## src/rtl/saq_fwd_pkg.sv

```systemverilog
// Shared types and constants for the store address queue.
// Entry status flags and the address granularity used by the load search.
package saq_fwd_pkg;

  // Loads and stores are compared at word granularity; the low bits are byte offsets.
  localparam int unsigned ADDR_LSB = 2;

  typedef struct packed {
    logic a;  // entry allocated
    logic v;  // address valid
    logic d;  // store data ready
  } saq_flags_t;

  localparam saq_flags_t FLAGS_NEW = '{a: 1'b1, v: 1'b0, d: 1'b0};

endpackage

```

## src/rtl/saq_fwd_youngest_sel.sv

```systemverilog
// Picks the youngest set bit of a match vector relative to the queue head:
// rotate so the head sits at bit 0, then priority-encode from the top.
module saq_fwd_youngest_sel #(
  parameter int WIDTH = 4,
  parameter int SIZE  = 2**WIDTH
) (
  input  logic [SIZE-1:0]  match_i,
  input  logic [WIDTH-1:0] head_i,
  output logic             hit_o,
  output logic [WIDTH-1:0] idx_o
);

  logic [SIZE-1:0] rot;

  always_comb begin
    // NOTE: every output of a combinational block gets a default first so no latch is inferred.
    rot   = '0;
    idx_o = '0;
    for (int r = 0; r < SIZE; r++) begin
      rot[r] = match_i[WIDTH'(head_i + WIDTH'(r))];
    end
    // Ascending scan: the last hit written is the one with the largest rel.
    for (int r = 0; r < SIZE; r++) begin
      if (rot[r]) idx_o = head_i + WIDTH'(r);
    end
  end

  assign hit_o = |match_i;

endmodule

```

## src/rtl/saq_fwd.sv

```systemverilog
// Store address queue: in-order allocate/commit, branch-flush tail rollback and
// a combinational store-to-load search returning the youngest older overlapping store.
module saq_fwd
  import saq_fwd_pkg::*;
#(
  parameter int WIDTH_TAG  = 5,
  parameter int WIDTH_ADDR = 32,
  parameter int WIDTH      = 4,
  parameter int SIZE       = 2**WIDTH,
  parameter int WIDTH_MASK = 4
) (
  input  logic                  i_clk,
  input  logic                  i_rst_n,
  input  logic                  i_we,
  input  logic [WIDTH_TAG-1:0]  i_tag,
  output logic [WIDTH-1:0]      o_alloc_idx,
  output logic                  o_full,
  output logic                  o_empty,
  output logic [WIDTH:0]        o_count,
  input  logic                  i_weV,
  input  logic [WIDTH-1:0]      i_waddrV,
  input  logic [WIDTH_ADDR-1:0] i_addr,
  input  logic [WIDTH_MASK-1:0] i_mask,
  input  logic                  i_setD,
  input  logic [WIDTH-1:0]      i_waddrD,
  input  logic                  i_re,
  output logic                  o_head_rdy,
  output logic [WIDTH_ADDR-1:0] o_head_addr,
  output logic [WIDTH_MASK-1:0] o_head_mask,
  output logic [WIDTH_TAG-1:0]  o_head_tag,
  input  logic                  i_flush,
  input  logic [WIDTH:0]        i_flush_tail,
  input  logic                  i_ld_val,
  input  logic [WIDTH_ADDR-1:0] i_ld_addr,
  input  logic [WIDTH_MASK-1:0] i_ld_mask,
  input  logic [WIDTH:0]        i_ld_age,
  output logic                  o_ld_hit,
  output logic [WIDTH-1:0]      o_ld_idx,
  output logic                  o_ld_fwd,
  output logic                  o_ld_conflict
);

  typedef logic [WIDTH:0]   ptr_t;
  typedef logic [WIDTH-1:0] idx_t;

  ptr_t       head_q, head_d, tail_q, tail_d;
  saq_flags_t flags_q [SIZE];
  saq_flags_t flags_d [SIZE];

  logic [WIDTH_TAG-1:0]  tag_q  [SIZE];
  logic [WIDTH_ADDR-1:0] addr_q [SIZE];
  logic [WIDTH_MASK-1:0] mask_q [SIZE];

  idx_t head_idx, tail_idx;
  logic do_alloc, do_commit;
  ptr_t flush_span;

  assign head_idx   = head_q[WIDTH-1:0];
  assign tail_idx   = tail_q[WIDTH-1:0];
  assign o_empty    = (head_q == tail_q);
  assign o_full     = (head_idx == tail_idx) && (head_q[WIDTH] != tail_q[WIDTH]);
  assign o_count    = tail_q - head_q;
  assign o_alloc_idx = tail_idx;

  assign o_head_rdy  = flags_q[head_idx].a & flags_q[head_idx].v & flags_q[head_idx].d;
  assign o_head_addr = addr_q[head_idx];
  assign o_head_mask = mask_q[head_idx];
  assign o_head_tag  = tag_q[head_idx];

  // Full is judged on the current pointers, so a same-cycle commit never makes room.
  assign do_alloc   = i_we & ~o_full & ~i_flush;
  assign do_commit  = i_re & o_head_rdy;
  assign flush_span = tail_q - i_flush_tail;

  always_comb begin
    head_d = head_q + ptr_t'(do_commit);
    tail_d = i_flush ? i_flush_tail : tail_q + ptr_t'(do_alloc);
    for (int i = 0; i < SIZE; i++) begin
      idx_t rel_f;
      flags_d[i] = flags_q[i];
      rel_f      = idx_t'(i) - i_flush_tail[WIDTH-1:0];
      if (i_flush && ({1'b0, rel_f} < flush_span))        flags_d[i].a = 1'b0;
      if (do_commit && (idx_t'(i) == head_idx))           flags_d[i].a = 1'b0;
      if (do_alloc && (idx_t'(i) == tail_idx))            flags_d[i]   = FLAGS_NEW;
      if (flags_q[i].a && i_weV && (i_waddrV == idx_t'(i))) flags_d[i].v = 1'b1;
      if (flags_q[i].a && i_setD && (i_waddrD == idx_t'(i))) flags_d[i].d = 1'b1;
    end
  end

  // NOTE: sequential state is updated with non-blocking assignments only.
  always_ff @(posedge i_clk or negedge i_rst_n) begin
    if (!i_rst_n) begin
      head_q <= '0;
      tail_q <= '0;
      for (int i = 0; i < SIZE; i++) flags_q[i] <= '0;
    end else begin
      head_q <= head_d;
      tail_q <= tail_d;
      for (int i = 0; i < SIZE; i++) flags_q[i] <= flags_d[i];
    end
  end

  // NOTE: payload storage is not reset; every reader is gated by the A/V flags.
  always_ff @(posedge i_clk) begin
    if (do_alloc) tag_q[tail_idx] <= i_tag;
    if (i_weV && flags_q[i_waddrV].a) begin
      addr_q[i_waddrV] <= i_addr;
      mask_q[i_waddrV] <= i_mask;
    end
  end

  // Load search: window is the allocated entries older than the load's tail snapshot.
  ptr_t            age_rel;
  logic [SIZE-1:0] in_win, addr_known, match;
  logic            sel_hit;
  idx_t            sel_idx;
  logic            unused_ld_lsb;

  assign age_rel       = i_ld_age - head_q;
  assign unused_ld_lsb = ^i_ld_addr[ADDR_LSB-1:0];

  always_comb begin
    for (int i = 0; i < SIZE; i++) begin
      idx_t rel;
      rel           = idx_t'(i) - head_idx;
      in_win[i]     = flags_q[i].a && ({1'b0, rel} < age_rel);
      addr_known[i] = flags_q[i].v;
      match[i]      = in_win[i] && flags_q[i].v
                   && (addr_q[i][WIDTH_ADDR-1:ADDR_LSB] == i_ld_addr[WIDTH_ADDR-1:ADDR_LSB])
                   && |(mask_q[i] & i_ld_mask);
    end
  end

  saq_fwd_youngest_sel #(
    .WIDTH (WIDTH),
    .SIZE  (SIZE)
  ) u_sel (
    .match_i (match),
    .head_i  (head_idx),
    .hit_o   (sel_hit),
    .idx_o   (sel_idx)
  );

  assign o_ld_hit      = i_ld_val & sel_hit;
  assign o_ld_idx      = o_ld_hit ? sel_idx : '0;
  assign o_ld_fwd      = o_ld_hit && ((mask_q[sel_idx] & i_ld_mask) == i_ld_mask)
                      && flags_q[sel_idx].d;
  assign o_ld_conflict = i_ld_val & |(in_win & ~addr_known);

  // A restored tail must lie between the current head and tail.
  ptr_t flush_rel, tail_rel;
  assign flush_rel = i_flush_tail - head_q;
  assign tail_rel  = tail_q - head_q;

  a_flush_range: assert property (@(posedge i_clk) disable iff (!i_rst_n)
    i_flush |-> (flush_rel <= tail_rel));

endmodule

```

## config.mk

```make
export PLATFORM = sky130hd
export DESIGN_NAME = saq_fwd
export DESIGN_NICKNAME = d
export VERILOG_FILES = /design/src/rtl/saq_fwd_pkg.sv /design/src/rtl/saq_fwd_youngest_sel.sv /design/src/rtl/saq_fwd.sv
export SDC_FILE = /design/constraint.sdc
export NUM_CORES = 1
export LEC_CHECK = 0
export ABC_CLOCK_PERIOD_IN_PS = 13600
export BUFFER_PORTS_ARGS = -buffer_cell sky130_fd_sc_hd__buf_2
export CORE_MARGIN = 2
export CORE_UTILIZATION = 35
export DETAILED_ROUTE_END_ITERATION = 8
export GPL_TIMING_DRIVEN = 0
export PLACE_DENSITY = 0.57
export SLEW_MARGIN = 15
export SYNTH_ARGS = -nofsm -noshare
export SYNTH_HDL_FRONTEND = slang
export SYNTH_HIERARCHICAL = 1
export SYNTH_SLANG_ARGS = --single-unit
```

## constraint.sdc

```tcl
create_clock -name i_clk -period 13.6 [get_ports i_clk]
set_input_delay 1.36 -clock i_clk [delete_from_list [all_inputs] [get_ports i_clk]]
set_output_delay 1.36 -clock i_clk [all_outputs]
set_load 0.05 [all_outputs]
```

==> out/metrics.yaml <==
synth_warnings: 6
run_status: "finished, final reports clean"
detail_routed_via_count_per_cell: 6.20
period_share: 0.918
post_cts_hold_buffer_count: 0
holdWs_ns: 0.527
dpl-instance-area_um2: 41800
power_leakage_nw: 15.0
core_region_area_um2: 109000
finalInstanceArea_um2: 44600
layout_cell_share_with_drive_strength_beyond_1: 0.229
post-route-drc-count: 0
start_kind: "flip-flop"
rsz0062_at_grt: "no"
dpl.cell_count: 4124
cts_max_level: 3
synth_async_sr_flop_share: 0.0812
total_power_after_layout_mw: 5.27
crit_path_end_kind: "output pin"
ys_seq_area_frac: 0.552
critical_setup_path_class: "flip-flop to output pin"
placement.io_buffers: 124
synth_area_per_cell_um2: 15.0
timing_max_transition_violations_final: 0
drt_iter0_markers: 4318
highest_clock_rate_mhz: 80.1
grt_pass1_vias: 25900
synth_nets: 2727
cts-root-to-sink-buffers: 3
synth_top_cell_area_share: 0.514
worst-endpoint-required_ns: 12.24
synth_seq_cells: 714
global_route_wire_length_before_repair_um: 221000
count_of_flip_flops_with_a_built_in_enable_after_synthesis: 656
global_route_usage_over_all_layers: 0.289
clock_tree.root_cell: "sky130_fd_sc_hd__clkbuf_16"
floorplan.die.width_um: 335
netlist_instances: 2546
clock_skew_ns: 0.0274
cts_inserted_buffers: 81
totalNegativeSetupSlack_ns: 0
ant_nets: 0
floorplan.initialDensity: 0.352
cts.repair_timing.setup_buffer_count: 0
fp.dieArea_um2: 112000
grt_overflow: 0
critical_path_data_arrival_time_ns: 11.13
n_fill_cell: 9940
layout.area.seq_um2: 21200
first_pass_iters: 6
hold_class: "flip-flop to flip-flop"
floorplan.rows: 121
gp_congestion: 1.06
synthesis.area_um2: 38300
worst_setup_hold_path_clk_slew_ns: 0.07
drv.max_cap_violation_count: 0
final_cell_count_no_fill: 4277
total_clock_sinks: 714
clock_insertion_delay_at_the_later_pin_of_the_skew_report_ns: 0.66
final_wl_um: 164000
synthFlopType: "sky130_fd_sc_hd__edfxtp_1"
synth_top_area_cell: "sky130_fd_sc_hd__edfxtp_1"
dp_wirelength_um: 128000
pin_count: 163
fin_nets: 2975
cp_max_fo: 19
netlist-cell-type-count: 77
timing.final.crit_period_ns: 12.49
finalSetupViolations: 0
hold_viol: 0
grt_start_max_net_pins: 59
most_area_consuming_cells_after_synthesis: "sky130_fd_sc_hd__edfxtp_1 51%, sky130_fd_sc_hd__mux4_2 15%, sky130_fd_sc_hd__xor2_1 6.4%, sky130_fd_sc_hd__xnor2_1 5.6%, sky130_fd_sc_hd__dfrtp_1 3.8%"
die_extent_in_y_um: 335
multiInputGateArea_um2: 16400
dr_total_vias: 26500
worst_slew_pin_slew_ns: 1.39
syn2layout_area_growth_pct: 16.4
cts_tree: "built"
worst_case_headroom_to_the_max_slew_limit: 0.0642
antenna_found_initial: 17
power.density_cell_area_nw_per_um2: 118
vdd_ir_drop_max_mv: 0.0872
cts.repair.resized: 0
routed_wire_length_per_instance_um: 38.4
kinds of logic (layout without fill, tap and decap cells):
kind of cell / after synthesis / after routing / synth area share
xor gates and xnor gates: 531 / 531 / 0.122
muxes: 301 / 301 / 0.164
and+or+nand+nor: 424 / 424 / 0.0595
other: 0 / 7 / 0
buffers and inverters: 216 / 526 / 0.0238
AOI/OAI and AO/OA: 274 / 274 / 0.0503
DFF: 714 / 714 / 0.552
adders and majority gates: 86 / 86 / 0.0282
flip-flops by register name, indices dropped and copies added (netlist names):
name,count
tag_q,80
head_q,5
addr_known,16
mask_q,64
addr_q,512
tail_q,5
flags_q,32
layout make-up:
type	instances	area share
diodes	7	0.000393
plain buffers	152	0.0154
clock buffers	91	0.0479
clock inverters	54	0.0144
inverters	64	0.00538
multi-input cells	1616	0.368
flip-flops and latches	714	0.474
well taps	1414	0.0397
repair buffers	165	0.0348
stage by stage:
step | worst slack [ns] | utilization
CTS | 0.581 | 0.410
global placement | 0.250 | 0.374
detailed placement | 1.31 | 0.384
finish | 1.11 | 0.410
floorplan | 4.49 | -
global route | 0.906 | 0.410
final timing paths:
kind,from,to,slack [ns],cells after the start
hold / removal,flags_q[15],flags_q[15],0.53,1
hold reg to reg,flags_q[15],flags_q[15],0.53,1
max in group asynchronous,i_rst_n,flags_q[45],12.32,1
min in group asynchronous,i_rst_n,flags_q[5],0.78,1
setup / recovery,head_q[1],o_ld_fwd,1.11,25
setup reg to reg,head_q[1],tag_q[14][3],8.12,12
worst max-delay path, stage by stage, from the launching register on:
cell and delay [ns]:
sky130_fd_sc_hd__dfrtp_1 1.00, sky130_fd_sc_hd__buf_4 0.31, sky130_fd_sc_hd__buf_6 0.15, sky130_fd_sc_hd__clkbuf_2 0.49, sky130_fd_sc_hd__clkbuf_2 0.61, sky130_fd_sc_hd__inv_1 0.42
sky130_fd_sc_hd__fa_1 0.61, sky130_fd_sc_hd__inv_1 0.09, sky130_fd_sc_hd__ha_1 0.31, sky130_fd_sc_hd__a21o_1 0.19, sky130_fd_sc_hd__maj3_1 0.48, sky130_fd_sc_hd__nor2_1 0.14
sky130_fd_sc_hd__o21ai_0 0.17, sky130_fd_sc_hd__a2111oi_2 0.95, sky130_fd_sc_hd__mux4_2 0.48, sky130_fd_sc_hd__mux2i_1 0.17, sky130_fd_sc_hd__mux2i_1 0.82, sky130_fd_sc_hd__nor4_1 0.21
sky130_fd_sc_hd__a22o_1 0.24, sky130_fd_sc_hd__a21oi_2 0.21, sky130_fd_sc_hd__clkbuf_1 0.72, sky130_fd_sc_hd__mux4_2 0.38, sky130_fd_sc_hd__mux4_2 0.32, sky130_fd_sc_hd__o211ai_1 0.15
sky130_fd_sc_hd__nor3_1 0.42, sky130_fd_sc_hd__buf_2 0.36
power by group:
group / internal (mW) / leakage (nW) / total, mW / switching, mW
clock network: 1.38 / 1.36 / 2.33 / 0.951
logic: 0.149 / 6.96 / 0.485 / 0.336
registers: 2.42 / 6.69 / 2.45 / 0.0337
total: 3.95 / 15.0 / 5.27 / 1.32
routing by layer:
metal / GRT usage / up-vias / part of all wire
met5: 0 / - / 0.00054
met2: 0.457 / 1782 / 0.46
met4: 0.160 / 14 / 0.066
met3: 0.0651 / 403 / 0.10
li1: - / 10500 / -
met1: 0.370 / 13800 / 0.37
Yosys cell counts, drive strengths merged, types with 11 or more instances:
cell    instances
a21o           40
a21oi          62
a221oi         17
a22o           15
a32o           16
and3           14
buf            64
clkbuf         88
dfrtp          58
edfxtp        656
ha             75
inv            62
mux2           13
mux2i          29
mux4          259
nand2          76
nand2b         11
nand3          67
nand4          66
nor2           53
nor2b          14
nor3           13
nor4           90
o21ai          52
xnor2         246
xor2          285
cells in the final DEF (no fill, tap or decap), types with 50 or more instances in the layout:
master,instances
sky130_fd_sc_hd__nand2_1,76
sky130_fd_sc_hd__clkbuf_1,89
sky130_fd_sc_hd__inv_1,61
sky130_fd_sc_hd__mux4_2,254
sky130_fd_sc_hd__nand4_1,66
sky130_fd_sc_hd__clkbuf_16,83
sky130_fd_sc_hd__a21oi_1,59
sky130_fd_sc_hd__nor4_1,88
sky130_fd_sc_hd__buf_2,156
sky130_fd_sc_hd__xnor2_1,246
sky130_fd_sc_hd__ha_1,75
sky130_fd_sc_hd__dfrtp_1,58
sky130_fd_sc_hd__o21ai_0,50
sky130_fd_sc_hd__nand3_1,67
sky130_fd_sc_hd__xor2_1,281
sky130_fd_sc_hd__edfxtp_1,656
No activity file was read; power rests on OpenSTA's default activity.
